<file path="config.mk">
export PLATFORM = sky130hd
export DESIGN_NAME = lamp_request_scheduler
export DESIGN_NICKNAME = d
export VERILOG_FILES = /design/src/rtl/lamp_request_scheduler.sv
export SDC_FILE = /design/constraint.sdc
export NUM_CORES = 1
export LEC_CHECK = 0
export BUFFER_PORTS_ARGS = -buffer_cell sky130_fd_sc_hd__buf_4
export CORE_UTILIZATION = 42
export CTS_CLUSTER_SIZE = 14
export DETAILED_ROUTE_END_ITERATION = 10
export GPL_TIMING_DRIVEN = 0
export PLACE_DENSITY = 0.65
export SLEW_MARGIN = 0
export SYNTH_ARGS = -nofsm -noshare
export SYNTH_HDL_FRONTEND = slang
export SYNTH_SLANG_ARGS = --single-unit
</file>
<file path="constraint.sdc">
create_clock -name clk -period 2 [get_ports clk]
set_input_delay 0.3 -clock clk [delete_from_list [all_inputs] [get_ports clk]]
set_output_delay 0.3 -clock clk [all_outputs]
set_load 0.01 [all_outputs]
</file>
<file path="src/rtl/lamp_request_scheduler.sv">
// Turn/hazard request scheduler for the tail lamp controller: 4-state Moore FSM plus lamp step prescaler.
// Optional macro TURN_AUTOCANCEL_EN enables auto-cancel of a turn after CANCEL_CNT lamp steps, with re-request lockout.
//
// state  | meaning
// IDLE   | no lamp activity, prescaler held at 0
// LEFT   | left turn signalling
// RIGHT  | right turn signalling
// HAZARD | hazard flashing, overrides everything
module lamp_request_scheduler #(
  parameter int DIV        = 4,
  parameter int CANCEL_CNT = 8
) (
  input  logic       clk,
  input  logic       rst,
  input  logic       left_req,
  input  logic       right_req,
  input  logic       hazard_req,
  output logic       turn_left,
  output logic       turn_right,
  output logic       emergency,
  output logic       lamp_ce,
  output logic [1:0] state
);

  typedef enum logic [1:0] {
    S_IDLE   = 2'b00,
    S_LEFT   = 2'b01,
    S_RIGHT  = 2'b10,
    S_HAZARD = 2'b11
  } state_t;

  localparam logic [7:0] PRESC_MAX = 8'(DIV - 1);
  localparam logic [7:0] STEP_LAST = 8'(CANCEL_CNT - 1);
`ifdef TURN_AUTOCANCEL_EN
  localparam bit AUTOCANCEL = 1'b1;
`else
  localparam bit AUTOCANCEL = 1'b0;
`endif

  state_t     cur_state;
  state_t     nxt_state;
  state_t     idle_next;
  logic [7:0] presc;
  logic [7:0] step_cnt;
  logic       lock_l;
  logic       lock_r;
  logic       state_change;
  logic       last_step;
  logic       cancel_l;
  logic       cancel_r;

  // A cancel fires on the edge that consumes the CANCEL_CNT-th lamp step while the turn is still requested.
  assign last_step    = lamp_ce && (step_cnt == STEP_LAST);
  assign cancel_l     = AUTOCANCEL && last_step && (cur_state == S_LEFT) && left_req && !hazard_req;
  assign cancel_r     = AUTOCANCEL && last_step && (cur_state == S_RIGHT) && right_req && !hazard_req;
  assign state_change = (nxt_state != cur_state);

  always_ff @(posedge clk or posedge rst) begin
    if (rst) begin
      cur_state <= S_IDLE;
    end else begin
      cur_state <= nxt_state;
    end
  end

  always_comb begin
    idle_next = S_IDLE;
    if (left_req && !right_req && !lock_l) begin
      idle_next = S_LEFT;
    end else if (right_req && !left_req && !lock_r) begin
      idle_next = S_RIGHT;
    end
  end

  always_comb begin
    nxt_state = cur_state;
    if (hazard_req) begin
      nxt_state = S_HAZARD;
    end else begin
      case (cur_state)
        S_IDLE, S_HAZARD: nxt_state = idle_next;
        S_LEFT: begin
          if (left_req) begin
            nxt_state = cancel_l ? S_IDLE : S_LEFT;
          end else begin
            nxt_state = (right_req && !lock_r) ? S_RIGHT : S_IDLE;
          end
        end
        S_RIGHT: begin
          if (right_req) begin
            nxt_state = cancel_r ? S_IDLE : S_RIGHT;
          end else begin
            nxt_state = (left_req && !lock_l) ? S_LEFT : S_IDLE;
          end
        end
        default: nxt_state = S_IDLE;
      endcase
    end
  end

  always_comb begin
    turn_left  = (cur_state == S_LEFT);
    turn_right = (cur_state == S_RIGHT);
    emergency  = (cur_state == S_HAZARD);
    lamp_ce    = (cur_state != S_IDLE) && (presc == PRESC_MAX);
    state      = cur_state;
  end

  always_ff @(posedge clk or posedge rst) begin
    if (rst) begin
      presc <= 8'd0;
    end else if (state_change || (cur_state == S_IDLE) || (presc == PRESC_MAX)) begin
      presc <= 8'd0;
    end else begin
      presc <= presc + 8'd1;
    end
  end

  // Saturating step counter; only turn states accumulate lamp steps.
  always_ff @(posedge clk or posedge rst) begin
    if (rst) begin
      step_cnt <= 8'd0;
    end else if (state_change) begin
      step_cnt <= 8'd0;
    end else if (lamp_ce && ((cur_state == S_LEFT) || (cur_state == S_RIGHT)) && (step_cnt != 8'hFF)) begin
      step_cnt <= step_cnt + 8'd1;
    end
  end

  // A lock holds off re-entry until the driver releases that request; release wins over set.
  always_ff @(posedge clk or posedge rst) begin
    if (rst) begin
      lock_l <= 1'b0;
      lock_r <= 1'b0;
    end else begin
      if (!left_req) begin
        lock_l <= 1'b0;
      end else if (cancel_l) begin
        lock_l <= 1'b1;
      end
      if (!right_req) begin
        lock_r <= 1'b0;
      end else if (cancel_r) begin
        lock_r <= 1'b1;
      end
    end
  end

endmodule
</file>
### After elaboration in Yosys (flattened, before gate mapping)

Index checks and enable logic that the tools add are counted.

| storage, ports and cells | value |
|---|---|
| register bits after elaboration | 10 |
| bits in latches | 0 |
| bits in writable memories | 0 |
| bits in read-only memories | 0 |
| output and inout port bits | 6 |
| logic and storage cells | 27 |
| memories | 0 |

| cells by class | value |
|---|---|
| add/sub/neg operators | 1 |
| multiply operators | 0 |
| divide/modulo/power cells | 0 |
| magnitude comparators | 0 |
| equal/unequal tests | 5 |
| shifts and indexed selects | 0 |
| muxes and demuxes | 9 |
| bitwise operators | 0 |
| reduce and logical (&&, ||, !) cells | 10 |

Operators with widths:

| operator | count |
|---|---|
| $mux 2 | 6 |
| $add 8x1->8 const B | 1 |
| $eq 8x2->1 const B | 1 |
| $mux 8 | 1 |
| $pmux 2 s3 | 1 |
| $eq 2x2->1 const B | 2 |
| $logic_and 1x1->1 | 3 |
| $eq 2x1->1 const B | 1 |
| $logic_not 1->1 | 2 |
| $logic_not 2->1 | 1 |
| $logic_or 1x1->1 | 2 |
| $ne 2x2->1 | 1 |
| $reduce_bool 2->1 | 1 |
| $reduce_or 2->1 | 1 |
| $mux 1 | 1 |

### Depth between registers and ports, before layout

Gate-level depths: netlist of the first run.

| logic depth | value |
|---|---|
| word-level depth | 10 |
| depth in mapped cells | 6 |

### Least setup slack after synthesis of the first run

No wires, ideal clock.

| timing | value |
|---|---|
| path type | reg2reg |
| start | register cur_state[0] (netlist: state[0]) |
| end | register presc[6] |
| data arrival time | 1868 ps |
| slack | 43 ps |
| cell stages (with the launch flop) | 7 |
| path buffers | 0 |
| cells stage by stage | dfrtp_1 -> inv_1 -> ha_1 -> and3_1 -> a311o_1 -> mux2i_4 -> nor3_1 |

| on the way | value |
|---|---|
| longest elaborated chain between the ends | 8 |

RTL lines:

| what | line | text |
|---|---|---|
| from (decl) | 40 | `state_t cur_state;` |
| from (signal assigned) | 62 | `cur_state <= nxt_state;` |
| $eq 2x2->1 / $logic_not 2->1 (equally long branches) | 80 | `case (cur_state)` |
| $reduce_or 2->1 | 80 |  |
| $pmux 2 s3 * | 80 |  |
| $mux 2 * | 77 | `if (hazard_req) begin` |
| via nxt_state[1] | 41 | `state_t nxt_state;` |
| $ne 2x2->1 * | 56 | `assign state_change = (nxt_state != cur_state);` |
| $logic_or 1x1->1 * (2 in a row) | 112 | `end else if (state_change \|\| (cur_state == S_IDLE) \|\| (presc == PRESC_MAX)) begin` |
| $mux 8 * | 112 |  |
| to (signal assigned) | 115 | `presc <= presc + 8'd1;` |
| to (decl) | 43 | `logic [7:0] presc;` |

The timed path passes the listed nets; every way through them passes the cells marked *.

### Worst setup path in the final report of the first run

| timing | value |
|---|---|
| start | register cur_state[0] (netlist: state[0]) |
| end | register presc[2] |

The elaborated chain is that of the path after synthesis.

==> impl_metrics.env, run 1 <==
export IMPL_max_vdd_ir_drop_mv=0.496
export IMPL_worst_path_buf_inv=1
export IMPL_layoutNonFillerInstCount=92
export IMPL_synth_xor_xnor_area_share_pct=8.27
export IMPL_syn_inst=61
export IMPL_n_antenna_cell=0
export IMPL_ys_ff_latch=10
export IMPL_clk_path_buf_depth=2
export IMPL_cp_slowest_cell="dfrtp_2"
export IMPL_vias_per_cell=5.49
export IMPL_cp_arrival_ps=2010
export IMPL_synth_top_area_cell="dfrtp_1"
export IMPL_pin_count=11
export IMPL_antenna_found_initial=0
export IMPL_finalClockSkew_ps=8.05
export IMPL_startpoint="state[0]$_DFF_PP0_"
export IMPL_worstPathMaxFanout=8
export IMPL_holdCritPathClass="in -> async"
export IMPL_startpoint_type="register"
export IMPL_first_pass_iters=3
export IMPL_drc=0
export IMPL_die_area_mm2=0.00167
export IMPL_multi_input_area_um2=389
export IMPL_post_place_cells=86
export IMPL_avgSynthCellArea_um2=10.4
export IMPL_wirelength_um=1310
export IMPL_synthAdderAreaFrac_pct=9.84
export IMPL_critPathTopFamily="flip-flops"
export IMPL_syn_cell_area_um2=636
export IMPL_required_ps=2120
export IMPL_final_cell_mix="buf_4 (13), dfrtp_1 (9), inv_1 (5), nand3_1 (5), nor3_1 (5)"
export IMPL_reg2reg_slack_ps=110
export IMPL_htree_num_levels=1
export IMPL_grt_pass1_wl_um=2110
export IMPL_period_share_pct=94.6
export IMPL_drv_cap=0
export IMPL_synth_compound_gate_area_share_pct=11.8
export IMPL_setup_violations=0
export IMPL_die_width_um=40.9
export IMPL_slew_violations=0
export IMPL_rsz0062_at_grt="false"
export IMPL_seq_area_frac_synth_pct=39.4
export IMPL_r2r_end="presc[2]$_DFF_PP0_"
export IMPL_power_density_mw_per_mm2=629
export IMPL_grt_pass1_vias=478
export IMPL_grt_ovfl_total=0
export IMPL_synthDistinctLibCells=23
export IMPL_nets=89
export IMPL_port_buffers=10
export IMPL_reg2regPathDepth=6
export IMPL_clk_latency_ps=260
export IMPL_crit_end="presc[2]$_DFF_PP0_"
export IMPL_seq_area_um2=251
export IMPL_crit_path_end_kind="register"
export IMPL_path_class="reg -> reg"
export IMPL_cp_depth=6
export IMPL_crit_reg2reg_launch="state[0]$_DFF_PP0_"
export IMPL_layout_commonest_cell="buf_4"
export IMPL_via_count=505
export IMPL_placed_area_um2=729
export IMPL_clk_transition_reported_paths_ps=60
export IMPL_max_stage_delay_ps=410
export IMPL_tritoncts="done"
export IMPL_die_h_um=40.9
export IMPL_drive_gt1_share_pct=32.5
export IMPL_final_hold_viol_count=0
export IMPL_crit_chain="buf_4 > ha_1 > nand2b_1 > a311o_1 > mux2i_4 > nor3_1"
export IMPL_ant_nets=0
export IMPL_p_leak_nw=0.373
export IMPL_area_growth_pct=25.6
export IMPL_first_iter_violations=9
export IMPL_detail_route_wl_per_cell_um=14.2
export IMPL_slew_headroom_pct=68.3
export IMPL_track_usage_pct=20.4
export IMPL_clkSinkCount=10
export IMPL_numCtsBuffers=3
export IMPL_place_congestion=0.723
export IMPL_n_fill_cell=119
export IMPL_status="finished clean"
export IMPL_initial_core_util_pct=47.1
export IMPL_synth_top_area_share_pct=39.4
export IMPL_synth_warnings=0
export IMPL_whs_ps=25.1
export IMPL_syn_nets=71
export IMPL_synth_mux_area_share_pct=3.54
export IMPL_core_mm2=0.00135
export IMPL_fmax_ghz=0.529
export IMPL_rows=13
export IMPL_worstMarginPinSlew_ps=475
export IMPL_synthSimpleGateAreaFrac_pct=24.2
export IMPL_synth_top_family_by_area="simple AND/OR/NAND/NOR gates"
export IMPL_grt_max_degree=11
export IMPL_cts_root_buf="clkbuf_4"
export IMPL_stdcell_area_um2=798
export IMPL_hpwlAfterDp_um=927
export IMPL_finalCriticalPeriod_ps=1890
export IMPL_synth_area_leaders="dfrtp_1 (39%), ha_1 (9.8%), nor3_1 (5.5%)"
-- layout make-up --
cell class,count,area share [%]
Clock buffer,3,2.82
Inverter,5,2.35
Multi-Input combinational cell,46,48.7
Sequential cell,10,31.5
Tap cell,15,2.35
Timing Repair Buffer,13,12.2
-- cells in the mapped netlist, drive strengths merged --
library cell,number
a311o,1
a31oi,1
nor4,1
ha,5
inv,5
nor2,2
and3,4
and4b,1
nor3,7
xnor2,2
nand3,5
or4,1
dfrtp,10
nor2b,1
nand2,3
nand2b,1
xor2,4
o21ai,1
nor3b,1
mux2i,1
a311oi,2
o2111ai,2
-- where the power goes --
group / leakage [nW] / internal (mW) / switching [mW] / total [mW]
Combinational: 0.227 / 0.0689 / 0.0820 / 0.151
Sequential: 0.132 / 0.212 / 0.0101 / 0.222
Clock: 0.0138 / 0.0690 / 0.0594 / 0.128
Total: 0.373 / 0.350 / 0.151 / 0.502
-- sequential cells by signal, indices dropped and copies added (netlist names) --
signal  count
state       2
presc       8
-- how the worst min path moves through the flow --
stage | start | end | slack, ps | cells after the start
after global placement | rst | state[0]$_DFF_PP0_ | 300 | 2
after detailed placement | rst | state[0]$_DFF_PP0_ | 320 | 2
after CTS | rst | presc[6]$_DFF_PP0_ | 40 | 2
after floorplan | rst | presc[0]$_DFF_PP0_ | 140 | 1
after global routing | rst | state[1]$_DFF_PP0_ | 50 | 2
final | rst | state[1]$_DFF_PP0_ | 30 | 2
-- layer usage --
metal	share of wire [%]	track usage, %	wire length (um)	vias to the layer above
met5	0	0	0	-
met3	2.8	8.15	36	2
met1	54	28.0	703	236
met4	0.46	5.00	6	0
met2	43	29.7	560	8
li1	-	-	-	259
-- kinds of logic (layout without fill, tap and decap cells) --
| kind of cell | Yosys count | in the layout |
|---|---|---|
| compound gates | 7 | 7 |
| fa+ha+maj | 5 | 5 |
| buf+inv | 5 | 21 |
| mux | 1 | 1 |
| simple gates | 27 | 27 |
| flops | 10 | 10 |
| xor+xnor | 6 | 6 |
-- stage by stage --
stage	worst slack [ps]	utilization, %	power (mW)	setup TNS, ps
4_1_cts	77.5	57.5	0.498	0
2_1_floorplan	43.5	-	0.313	0
3_3_place_gp	-80.8	54.0	0.353	-570
5_1_grt	16.0	59.1	0.536	0
3_5_place_dp	-112	54.0	0.356	-837
6_report	108	59.1	0.502	0
-- timing repair --
| action | 4_1_cts | 5_1_grt |
|---|---|---|
| pin swaps | 0 | 1 |
| buffers inserted | 3 | 0 |
| endpoints found under the hold margin | 0 | 0 |
| gates cloned | 0 | 0 |
| endpoints found under the setup margin | 8 | 8 |
| hold buffers | 0 | 0 |
| gates resized for setup | 1 | 3 |
(Power assumes the default switching activity.)
==> run 2: changes to the inputs <==
--- a/config.mk
+++ b/config.mk
@@ -5,12 +5,11 @@
 export SDC_FILE = /design/constraint.sdc
 export NUM_CORES = 1
 export LEC_CHECK = 0
-export BUFFER_PORTS_ARGS = -buffer_cell sky130_fd_sc_hd__buf_4
 export CORE_UTILIZATION = 42
 export CTS_CLUSTER_SIZE = 14
 export DETAILED_ROUTE_END_ITERATION = 10
+export DONT_BUFFER_PORTS = 1
 export GPL_TIMING_DRIVEN = 0
-export PLACE_DENSITY = 0.65
 export SLEW_MARGIN = 0
 export SYNTH_ARGS = -nofsm -noshare
 export SYNTH_HDL_FRONTEND = slang
==> run 2 against run 1 <==
Against the previous run: cell count is 9.8% lower; highest routed layer unchanged; final area is 6.1% lower; critical path type unchanged; global-route usage is 2.8 points lower; largest cell class unchanged.
==> impl_metrics.env, run 2 (same netlist as run 1, synthesis figures left out) <==
export IMPL_core_mm2=0.00135
export IMPL_fmax_ghz=0.519
export IMPL_p_sw_uw=155
export IMPL_pin_count=11
export IMPL_clk_latency_ps=260
export IMPL_via_count=500
export IMPL_drive_gt1_share_pct=29.4
export IMPL_grt_ovfl_total=0
export IMPL_clk_path_buf_depth=2
export IMPL_finalClockSkew_ps=1.17
export IMPL_clkSinkCount=10
export IMPL_stdcell_area_um2=749
export IMPL_grt_max_degree=11
export IMPL_required_ps=2130
export IMPL_nets=79
export IMPL_pwr_share_seq_pct=43.5
export IMPL_rows=13
export IMPL_crit_path_end_kind="register"
export IMPL_final_cell_mix="dfrtp_1 (8), nor3_1 (6), nand3_1 (5), xor2_1 (4)"
export IMPL_startpoint_type="register"
export IMPL_layout_commonest_cell="dfrtp_1"
export IMPL_min_from="left_req"
export IMPL_worstMarginPinSlew_ps=462
export IMPL_setup_ws_ps=72.1
export IMPL_cp_arrival_ps=2060
export IMPL_first_pass_iters=4
export IMPL_comb_power_share_pct=23.1
export IMPL_grt_pass1_wl_um=1890
export IMPL_first_iter_violations=11
export IMPL_switching_share_pct=29.1
export IMPL_drv_cap=0
export IMPL_slew_headroom_pct=69.2
export IMPL_preCtsSetupSlack_ps=-165
export IMPL_wirelength_um=1160
export IMPL_min_path_cells=2
export IMPL_detail_route_wl_per_cell_um=14.0
export IMPL_setup_violations=0
export IMPL_max_vdd_ir_drop_mv=0.355
export IMPL_power_uw=533
export IMPL_vias_per_cell=6.02
export IMPL_period_share_pct=96.4
export IMPL_track_usage_pct=17.6
export IMPL_n_antenna_cell=0
export IMPL_reg2reg_slack_ps=70
export IMPL_numCtsBuffers=3
export IMPL_tritoncts="done"
export IMPL_die_width_um=40.9
export IMPL_intPower_uw=378
export IMPL_hpwlAfterDp_um=826
export IMPL_initial_core_util_pct=47.1
export IMPL_r2r_end="presc[2]$_DFF_PP0_"
export IMPL_top_register="presc"
export IMPL_status="finished clean"
export IMPL_n_fill_cell=126
export IMPL_worstPathMaxFanout=8
export IMPL_power_density_mw_per_mm2=711
export IMPL_p_clk_share_pct=33.5
export IMPL_p_leak_nw=0.320
export IMPL_drc=0
export IMPL_die_area_mm2=0.00167
export IMPL_ant_nets=0
export IMPL_slew_violations=0
export IMPL_htree_num_levels=1
export IMPL_holdCritPathClass="in -> reg"
export IMPL_grt_pass1_vias=452
export IMPL_reg2regPathDepth=6
export IMPL_hold_path_end="state[0]$_DFF_PP0_"
export IMPL_finalCriticalPeriod_ps=1930
export IMPL_largest_reg_flops=8
export IMPL_final_hold_viol_count=0
export IMPL_rsz0062_at_grt="true"
export IMPL_port_buffers=0
export IMPL_layoutNonFillerInstCount=83
export IMPL_placed_area_um2=654
export IMPL_clk_transition_reported_paths_ps=60
export IMPL_post_place_cells=76
export IMPL_crit_reg2reg_launch="state[0]$_DFF_PP0_"
export IMPL_path_class="reg -> reg"
export IMPL_antenna_found_initial=0
export IMPL_cts_root_buf="clkbuf_4"
export IMPL_die_h_um=40.9
export IMPL_area_growth_pct=17.9
export IMPL_place_congestion=0.756
==> run 2: cell type report <==
cell class / count / area (um^2) / share of cell area, %
inverter: 5 / 21.3 / 2.84
clock buffer: 4 / 36.3 / 4.84
sequential: 10 / 253 / 33.7
multi-input combinational: 46 / 399 / 53.3
timing repair buffer: 3 / 21.3 / 2.84
tap: 15 / 18.8 / 2.50
==> run 2: per-stage QoR <==
step / setup TNS [ps] / utilization (%) / hold WS [ps]
3_5_place_dp: -1270 / 48.5 / 191
4_1_cts: 0 / 52.4 / 147
6_report: 0 / 55.5 / 156
2_1_floorplan: 0 / - / 140
3_3_place_gp: -1010 / 48.5 / 188
5_1_grt: -59.4 / 55.5 / 186
==> run 2: critical path, stage by stage, from the launching register on <==
cell and delay, ps:
dfrtp_2 480, inv_2 110, ha_4 210, and3_4 170
a311o_1 390, mux2i_4 330, nor3_1 100
==> run 2: worst max path at each step <==
stage | from | endpoint | slack [ps] | cells past startpoint
finish | state[0]$_DFF_PP0_ | presc[2]$_DFF_PP0_ | 70 | 6
global route | state[0]$_DFF_PP0_ | presc[2]$_DFF_PP0_ | -20 | 6
CTS | state[0]$_DFF_PP0_ | presc[5]$_DFF_PP0_ | 20 | 6
detailed placement | state[0]$_DFF_PP0_ | presc[5]$_DFF_PP0_ | -160 | 6
global placement | state[0]$_DFF_PP0_ | presc[3]$_DFF_PP0_ | -130 | 6
floorplan | state[0]$_DFF_PP0_ | presc[6]$_DFF_PP0_ | 40 | 6
==> run 2: routing by layer <==
| layer | routed length [um] | GRT usage [%] |
|---|---|---|
| met1 | 569 | 22.7 |
| met5 | 0 | 0 |
| met3 | 52 | 1.63 |
| met4 | 23 | 12.5 |
| met2 | 514 | 27.3 |
==> run 2: what timing repair did <==
item                                   CTS  global route
setup buffers                            1             1
hold buffers                             1             0
setup endpoints to repair                8             8
resized for setup                        2             9
endpoints found under the hold margin   10             0
pin swaps                                1             3
==> run 2: power by group through the flow <==
stage | sequential [mW] | combinational [mW] | clock [mW]
finish | 0.232 | 0.123 | 0.178
global route | 0.235 | 0.138 | 0.191
CTS | 0.229 | 0.104 | 0.187
detailed placement | 0.233 | 0.0999 | 0
global placement | 0.232 | 0.0992 | 0
floorplan | 0.229 | 0.0833 | 0
==> run 3: changes to the inputs <==
==> constraint.sdc (replaced) <==
create_clock -name clk -period 1.9 [get_ports clk]
set_input_delay 0.285 -clock clk [delete_from_list [all_inputs] [get_ports clk]]
set_output_delay 0.285 -clock clk [all_outputs]
set_load 0.01 [all_outputs]
==> run 3 against run 2 <==
Against the previous run: clock skew is essentially flat; sequential share of layout area is 0.57 points higher; critical path depth did not move; register-to-register slack got worse by 60 ps; maximum frequency grew 2.3%; largest power group unchanged.
==> impl_metrics.env, run 3 (same netlist as run 1, synthesis figures left out) <==
export IMPL_final_cell_mix="dfrtp_1 (8), nor3_1 (6), nand3_1 (5), and3_1 (4), xor2_1 (4)"
export IMPL_layout_commonest_cell="dfrtp_1"
export IMPL_setup_ws_ps=15.7
export IMPL_initial_core_util_pct=47.1
export IMPL_crit_path_end_kind="register"
export IMPL_path_class="reg -> reg"
export IMPL_vias_per_cell=5.96
export IMPL_max_vdd_ir_drop_mv=0.427
export IMPL_ant_nets=0
export IMPL_n_antenna_cell=0
export IMPL_clk_path_buf_depth=2
export IMPL_holdCritPathClass="in -> reg"
export IMPL_critPathTopFamily="flip-flops"
export IMPL_clkSinkCount=10
export IMPL_p_leak_nw=0.319
export IMPL_rsz0062_at_grt="true"
export IMPL_grt_max_degree=11
export IMPL_worstPathMaxFanout=8
export IMPL_drc=0
export IMPL_power_density_mw_per_mm2=751
export IMPL_preCtsSetupSlack_ps=-220
export IMPL_hpwlAfterDp_um=923
export IMPL_post_place_cells=76
export IMPL_die_area_mm2=0.00167
export IMPL_grt_pass1_vias=514
export IMPL_slew_headroom_pct=70.1
export IMPL_antenna_found_initial=0
export IMPL_crit_chain="inv_2 > ha_4 > and3_1 > a311o_1 > mux2i_4 > nor3_1"
export IMPL_nets=79
export IMPL_setup_violations=0
export IMPL_cp_depth=6
export IMPL_place_congestion=0.771
export IMPL_grt_ovfl_total=0
export IMPL_final_hold_viol_count=0
export IMPL_fmax_ghz=0.531
export IMPL_pin_count=11
export IMPL_top_register="presc"
export IMPL_max_stage_delay_ps=470
export IMPL_startpoint_type="register"
export IMPL_finalCriticalPeriod_ps=1880
export IMPL_die_h_um=40.9
export IMPL_rows=13
export IMPL_htree_num_levels=1
export IMPL_numCtsBuffers=3
export IMPL_die_width_um=40.9
export IMPL_worst_path_buf_inv=1
export IMPL_reg2reg_slack_ps=20
export IMPL_crit_reg2reg_launch="state[0]$_DFF_PP0_"
export IMPL_crit_end="presc[5]$_DFF_PP0_"
export IMPL_finalClockSkew_ps=1.20
export IMPL_r2r_end="presc[5]$_DFF_PP0_"
export IMPL_drive_gt1_share_pct=26.5
export IMPL_worstMarginPinSlew_ps=449
export IMPL_detail_route_wl_per_cell_um=15.3
export IMPL_via_count=495
export IMPL_clk_transition_reported_paths_ps=60
export IMPL_tritoncts="done"
export IMPL_track_usage_pct=19.8
export IMPL_first_pass_iters=4
export IMPL_cp_slowest_cell="dfrtp_2"
export IMPL_largest_reg_flops=8
export IMPL_startpoint="state[0]$_DFF_PP0_"
export IMPL_period_share_pct=99.2
export IMPL_grt_pass1_wl_um=2110
export IMPL_clk_latency_ps=260
export IMPL_required_ps=2030
export IMPL_core_mm2=0.00135
export IMPL_cts_root_buf="clkbuf_4"
export IMPL_drv_cap=0
export IMPL_wirelength_um=1270
export IMPL_slew_violations=0
export IMPL_port_buffers=0
export IMPL_layoutNonFillerInstCount=83
export IMPL_power_uw=553
export IMPL_first_iter_violations=5
export IMPL_area_growth_pct=15.9
export IMPL_status="finished clean"
export IMPL_reg2regPathDepth=6
export IMPL_cp_arrival_ps=2010
==> run 3: cell count changes in the layout (fill, tap and decap cells not counted) <==
cell / delta
and3_1: +1
and3_4: -1
inv_2: +1
inv_4: -1
nor3b_1: +1
nor3b_2: -1
==> run 3: worst reg2reg max path, delay by kind of cell (launching register included) <==
family / cells / cell delay (ps)
adders and majority gates: 1 / 220
muxes: 1 / 330
and+or+nand+nor: 2 / 280
DFF: 1 / 470
buffers and inverters: 1 / 110
AOI/OAI and AO/OA: 1 / 340
==> run 3: layout make-up <==
class / instances / area, um^2
fill: 137 / 613
multi-input combinational: 46 / 389
sequential: 10 / 253
clock buffer: 4 / 36.3
timing repair buffer: 3 / 21.3
inverter: 5 / 18.8
tap: 15 / 18.8
==> run 3: stage by stage <==
step	hold slack (ps)	area (um^2)	utilization, %	setup TNS (ps)
4_1_cts	143	737	54.6	-2.77
3_5_place_dp	173	656	48.6	-1660
2_1_floorplan	125	637	-	0
3_3_place_gp	175	656	48.6	-1300
5_1_grt	156	737	54.6	-538
6_report	142	737	54.6	0
==> run 3: worst min path at each step <==
stage                  start  depth (start not counted)                 end  slack, ps
finish              left_req                          2  state[0]$_DFF_PP0_        140
global route        left_req                          2  state[0]$_DFF_PP0_        160
CTS                 left_req                          2  state[0]$_DFF_PP0_        140
detailed placement       rst                          1  presc[0]$_DFF_PP0_        170
global placement         rst                          1  presc[0]$_DFF_PP0_        170
floorplan                rst                          1  presc[0]$_DFF_PP0_        130
==> run 3: layer usage <==
| metal | global-route usage, % | part of all wire [%] |
|---|---|---|
| met1 | 22.7 | 45 |
| met2 | 34.8 | 49 |
| met3 | 3.26 | 5.1 |
| met4 | 10.0 | 1.2 |
| met5 | 0 | 0 |
==> run 3: repair_timing <==
item,in CTS,in global routing
gates resized for setup,7,0
hold buffers,1,0
hold endpoints to repair,10,0
endpoints found under the setup margin,8,8
pin swaps,1,0
buffers inserted,2,0
==> run 3: power by group <==
group / total [mW] / switching (mW) / internal, mW
sequential: 0.241 / 0.0171 / 0.224
clock: 0.188 / 0.0715 / 0.116
combinational: 0.125 / 0.0717 / 0.0529
total: 0.553 / 0.160 / 0.393
